File: src/rtl/controlador_es.sv
// controlador_es: device-side responder for the processor's IN and OUT
// instructions.
//  - IN  stalls the processor and waits for a debounced press of the confirm
//    button. It then returns the switches with a one-cycle valid pulse.
//  - OUT latches the register value and the process number into the display
//    registers in a single cycle, without stalling.
// Optional feature: define CONTROLADOR_ES_TIMEOUT_EN to bound the IN wait to
// TIMEOUT_CYCLES cycles. When the bound expires the IN completes with
// dado_in = 0 and erro_timeout is set until the next reset.
//
// Processor handshake:
//  - stall high means the processor must hold its current instruction.
//  - dado_in_valido is a one-cycle pulse, during which stall is low.
//  - dado_in is valid in that cycle, and the processor retires the IN on the
//    edge that ends the pulse.
//  - There is no back-pressure from the processor side.
module controlador_es #(
   parameter int DEBOUNCE_CYCLES = 50000,
   parameter int TIMEOUT_CYCLES  = 500000000
) (
   input  logic        clock,
   input  logic        reset,
   input  logic [5:0]  opcode,
   input  logic [31:0] processo_atual,
   input  logic [31:0] dado_out,
   input  logic [15:0] chaves,
   input  logic        botao,
   output logic [31:0] dado_in,
   output logic        dado_in_valido,
   output logic        stall,
   output logic [31:0] display_valor,
   output logic [3:0]  display_processo,
   output logic        ledesperando,
   output logic        erro_timeout
);

   localparam logic [5:0] OP_IN  = 6'b011101;
   localparam logic [5:0] OP_OUT = 6'b011110;

   localparam int DB_W = $clog2(DEBOUNCE_CYCLES);
   localparam logic [DB_W-1:0] DB_MAX = DB_W'(DEBOUNCE_CYCLES - 1);

   typedef enum logic [1:0] {
      OCIOSO        = 2'd0,
      ESPERA_SOLTO  = 2'd1,
      ESPERA_APERTO = 2'd2,
      CONCLUI       = 2'd3
   } estado_t;

   estado_t         estado;
   logic            sinc_a;
   logic            sinc_b;
   logic            botao_db;
   logic [DB_W-1:0] cnt_db;
   logic            esperando;
   logic            timeout_dispara;

   // Only the upper process bits are dropped; the display shows 0..10.
   logic unused_processo;
   assign unused_processo = ^processo_atual[31:4];

   assign esperando = (estado == ESPERA_SOLTO) || (estado == ESPERA_APERTO);

   // Stall is combinational so the processor freezes in the same cycle that
   // the IN opcode appears. It is forced low while reset is held.
   assign stall = reset && (esperando || ((estado == OCIOSO) && (opcode == OP_IN)));

   // Two-flop synchronizer for the asynchronous button.
   always_ff @(posedge clock or negedge reset) begin
      if (!reset) begin
         sinc_a <= 1'b0;
         sinc_b <= 1'b0;
      end else begin
         sinc_a <= botao;
         sinc_b <= sinc_a;
      end
   end

   // Debouncer: the synchronized value must disagree with botao_db for
   // DEBOUNCE_CYCLES consecutive samples before botao_db follows it.
   always_ff @(posedge clock or negedge reset) begin
      if (!reset) begin
         botao_db <= 1'b0;
         cnt_db   <= '0;
      end else if (sinc_b != botao_db) begin
         if (cnt_db == DB_MAX) begin
            botao_db <= sinc_b;
            cnt_db   <= '0;
         end else begin
            cnt_db <= cnt_db + 1'b1;
         end
      end else begin
         cnt_db <= '0;
      end
   end

`ifdef CONTROLADOR_ES_TIMEOUT_EN
   localparam int TO_W = $clog2(TIMEOUT_CYCLES);
   localparam logic [TO_W-1:0] TO_MAX = TO_W'(TIMEOUT_CYCLES - 1);

   logic [TO_W-1:0] cnt_to;

   // A press in the same cycle as expiry wins; the operator did answer.
   assign timeout_dispara = esperando && (cnt_to == TO_MAX) &&
                            !((estado == ESPERA_APERTO) && botao_db);

   // Wait-time counter: held at zero outside the wait states, so it restarts
   // on every entry to ESPERA_SOLTO.
   always_ff @(posedge clock or negedge reset) begin
      if (!reset) begin
         cnt_to <= '0;
      end else if (!esperando) begin
         cnt_to <= '0;
      end else if (cnt_to != TO_MAX) begin
         cnt_to <= cnt_to + 1'b1;
      end
   end

   // Sticky timeout flag, cleared only by reset.
   always_ff @(posedge clock or negedge reset) begin
      if (!reset) begin
         erro_timeout <= 1'b0;
      end else if (timeout_dispara) begin
         erro_timeout <= 1'b1;
      end
   end
`else
   // Without the timeout, the IN wait lasts as long as the operator takes.
   logic unused_timeout;
   assign unused_timeout  = (TIMEOUT_CYCLES > 0);
   assign timeout_dispara = 1'b0;
   assign erro_timeout    = 1'b0;
`endif

   // Transaction FSM, with registered valid, wait LED, capture and display
   // registers.
   always_ff @(posedge clock or negedge reset) begin
      if (!reset) begin
         estado           <= OCIOSO;
         dado_in          <= '0;
         dado_in_valido   <= 1'b0;
         display_valor    <= '0;
         display_processo <= '0;
         ledesperando     <= 1'b0;
      end else begin
         dado_in_valido <= 1'b0;
         case (estado)
            OCIOSO: begin
               if (opcode == OP_IN) begin
                  estado       <= ESPERA_SOLTO;
                  ledesperando <= 1'b1;
               end else if (opcode == OP_OUT) begin
                  display_valor    <= dado_out;
                  display_processo <= processo_atual[3:0];
               end
            end
            ESPERA_SOLTO: begin
               // A button still held from an earlier IN must be released first.
               if (timeout_dispara) begin
                  estado         <= CONCLUI;
                  dado_in        <= '0;
                  dado_in_valido <= 1'b1;
                  ledesperando   <= 1'b0;
               end else if (!botao_db) begin
                  estado <= ESPERA_APERTO;
               end
            end
            ESPERA_APERTO: begin
               if (botao_db) begin
                  estado         <= CONCLUI;
                  dado_in        <= {16'b0, chaves};
                  dado_in_valido <= 1'b1;
                  ledesperando   <= 1'b0;
               end else if (timeout_dispara) begin
                  estado         <= CONCLUI;
                  dado_in        <= '0;
                  dado_in_valido <= 1'b1;
                  ledesperando   <= 1'b0;
               end
            end
            CONCLUI: begin
               estado <= OCIOSO;
            end
            default: begin
               estado <= OCIOSO;
            end
         endcase
      end
   end

endmodule
File: config.mk
export PLATFORM = sky130hd
export DESIGN_NAME = controlador_es
export DESIGN_NICKNAME = d
export VERILOG_FILES = /design/src/rtl/controlador_es.sv
export SDC_FILE = /design/constraint.sdc
export NUM_CORES = 1
export LEC_CHECK = 0
export ABC_AREA = 1
export CAP_MARGIN = 40
export CORE_UTILIZATION = 41
export CTS_CLUSTER_SIZE = 8
export DETAILED_ROUTE_END_ITERATION = 10
export PLACE_DENSITY = 0.79
export SLEW_MARGIN = 5
export SYNTH_ARGS = -nofsm -noshare
export SYNTH_HDL_FRONTEND = slang
export SYNTH_SLANG_ARGS = --single-unit
File: constraint.sdc
create_clock -name clock -period 1.63 [get_ports clock]
set_input_delay 0.326 -clock clock [delete_from_list [all_inputs] [get_ports clock]]
set_output_delay 0.326 -clock clock [all_outputs]
set_load 0.02 [all_outputs]
==> reports/results.ini <==
[run_status]
run_status = finished with violations
violations = negative hold slack, negative setup slack

[timing]
rsz0062_at_grt = yes
fin_skew_ns = 0.00492
fin_crit_sh_pct = 104
tns_ns = -0.0629
hold_violations = 3
fin_crit_ns = 1.69
slew_viol_final = 0
hold_ws_ns = -0.00506
finalSetupViolCount = 1
worst_slack_ns = -0.0629
max_freq_mhz = 591

[logic_synthesis]
ys_seq_area_share_pct = 54.8
yosysTopAreaCell = dfrtp_1
synth_top_area_share_pct = 54.8
muxShareOfSynthArea_pct = 0
syn_avg_cell_area_um2 = 8.39
synth_area_mm2 = 0.00342
netlist_instances = 408
ys.warnings.count = 0
synth_top_family_by_area = simple AND/OR/NAND/NOR gates
synthXorXnorAreaFrac_pct = 1.57
yosys.area_share.simple_pct = 23.4
ys_types = 33
yosys.area_share.adder_pct = 1.46
synth_compound_area_share_pct = 7.09
ys_ff_latch = 75
synthTopCellsByArea = dfrtp_1 (55%), nand2_1 (14%), inv_1 (6.3%)

[route]
ant_nets = 0
wl_per_cell_um = 12.4
drc = 0
drt-initial-drc-count = 100
routed_via_density = 4.52
first_pass_iters = 4
finalWirelength_um = 8150
vias = 2965
wl_met1_um = 3340
wl_met3_um = 782
wl_met2_um = 3910
maxUsedRoutingLayer = met4

[clock_tree]
h-tree-depth = 3
clockBufferDepth = 2
insertion_delay_ns = 0.34
cts-root-buf = clkbuf_8
numCtsBuffers = 9
cts_hold_buf = 0
cts_tree = done
clkSlewWorstSetupHoldPaths_ns = 0.08
clock_sinks = 75

[power]
p_per_area_mw_per_mm2 = 1160
p_clk_share_pct = 29.7
swShare_pct = 31.7
power_leakage_uw = 0.00264
p_seq_share_pct = 39.6
irDropWorstVdd_v = 0.000760
p_sw_uw = 1860
p_int_uw = 4000
finalPower_uw = 5860
comb_power_share_pct = 30.7

[global_routing]
grt_start_max_net_pins = 69
grt_overflow = 0
antenna_found_initial = 0
grt_use_total_pct = 20.1
grt_pass1_vias = 2868
grt_pass1_wl_um = 13400

[critical_path]
reg2reg_depth = 10
cp.required_ns = 1.30
r2r_slack_ns = 0.05
r2r_end = ledesperando
rr_startpoint = estado[0]
worstSetupEndpointType = output port
worstSetupPathType = register to output port
worst-endpoint-arrival_ns = 1.37
crit_path_start_kind = register
path_max_fanout = 2

[layout]
area_growth_pct = 48.0
antenna_cells = 0
drive_gt1_share_pct = 12.5
mostFrequentLayoutCell = nand2_1
final_area_mm2 = 0.00506
mostFrequentLayoutCells = nand2_1 (122), dfrtp_1 (75), clkdlybuf4s50_1 (55)
nets = 642

[die]
die-area_mm2 = 0.00872
coreArea_mm2 = 0.00789
die_h_um = 93.4
die_x_um = 93.4
fp-row-count = 32
initial_core_util_pct = 43.4
io_pins = 161

[placement]
portBuffers = 115
hpwlAfterDp_um = 5780
placed_area_mm2 = 0.00471
gp_congestion = 0.928

[flow_run]
cap_violations = 0

[worst_hold_path]
hold_class = input pin to asynchronous set/reset pin

[per-stage QoR]
stage	utilization (%)	setup WS (ns)	cells	hold WS, ns
floorplan	-	0.262	424	0.0304
global placement	59.4	-0.620	626	0.337
detailed placement	59.7	-0.654	627	0.337
CTS	63.5	-0.0390	656	0.00150
global route	64.2	-0.108	656	0.00457
finish	64.2	-0.0629	656	-0.00506
[worst max-delay path by stage]
| stage | start | endpoint | slack [ns] | cells after the start |
|---|---|---|---|---|
| final | estado[0] | stall | -0.06 | 4 |
| after detailed placement | opcode[3] | stall | -0.65 | 7 |
| after global routing | estado[0] | stall | -0.11 | 6 |
| after CTS | estado[0] | stall | -0.04 | 6 |
| after floorplan | estado[0] | stall | 0.26 | 5 |
| after global placement | opcode[3] | stall | -0.62 | 7 |
[Yosys cell counts]
| cell type | instances |
|---|---|
| o21ai_0 | 35 |
| buf_2 | 1 |
| conb_1 | 1 |
| nand2_4 | 1 |
| clkbuf_1 | 7 |
| nor2_1 | 39 |
| inv_2 | 1 |
| nand3_2 | 1 |
| nand2_2 | 1 |
| nand4_1 | 3 |
| a21o_1 | 1 |
| o21ai_1 | 3 |
| ha_1 | 4 |
| inv_4 | 1 |
| buf_6 | 1 |
| nand3_1 | 14 |
| nor2_2 | 2 |
| a31oi_1 | 1 |
| nor3_2 | 2 |
| inv_1 | 57 |
| xor2_1 | 2 |
| a21oi_1 | 3 |
| a21oi_2 | 1 |
| buf_4 | 17 |
| nand2_1 | 126 |
| xor2_4 | 1 |
| xnor2_1 | 1 |
| nand3b_1 | 2 |
| nor3b_2 | 1 |
| nor3_1 | 1 |
| o21a_1 | 1 |
| dfrtp_1 | 75 |
| o21bai_1 | 1 |
[worst max-delay path: stages (launching register included)]
cell and delay [ns]:
dfrtp_1 0.40, inv_2 0.09, ha_4 0.21, o21a_1 0.19, buf_6 0.13
[repair_timing]
item	CTS	global route
resized for setup	64	19
pin swaps	7	5
setup endpoints to repair	49	9
buffers inserted	13	1
[logic make-up after synthesis]
| kind of cell | Yosys count |
|---|---|
| adders and majority gates | 4 |
| AOI/OAI and AO/OA | 46 |
| and+or+nand+nor | 193 |
| xor gates and xnor gates | 4 |
| buffers and inverters | 85 |
| other | 1 |
| DFF | 75 |
[per-layer routing]
metal / up-vias / GRT usage (%)
met2: 109 / 32.0
met4: 0 / 6.41
li1: 1495 / -
met1: 1350 / 24.1
met5: - / 0
met3: 11 / 9.19
[cell type report]
class	count	area, µm²
clock buffer	10	138
clock inverter	6	111
fill	668	2820
inverter	59	224
multi-input combinational	264	1270
sequential	75	1880
tap	102	128
timing repair buffer	140	1320
[sequential cells by signal, summed over array words and instances, names as in the netlist]
register          count
display_valor        32
cnt_db               16
dado_in              16
display_processo      4
estado                2
botao_db              1
dado_in_valido        1
ledesperando          1
sinc_a                1
sinc_b                1
[power groups by stage]
stage	registers [µW]	logic, µW	clock network (µW)
after floorplan	2670	522	0
after global placement	2340	1720	0
after detailed placement	2350	1770	0
after CTS	2320	1700	1780
after global routing	2360	1940	1870
final	2320	1800	1740
Power figures use the tool's default switching activity.
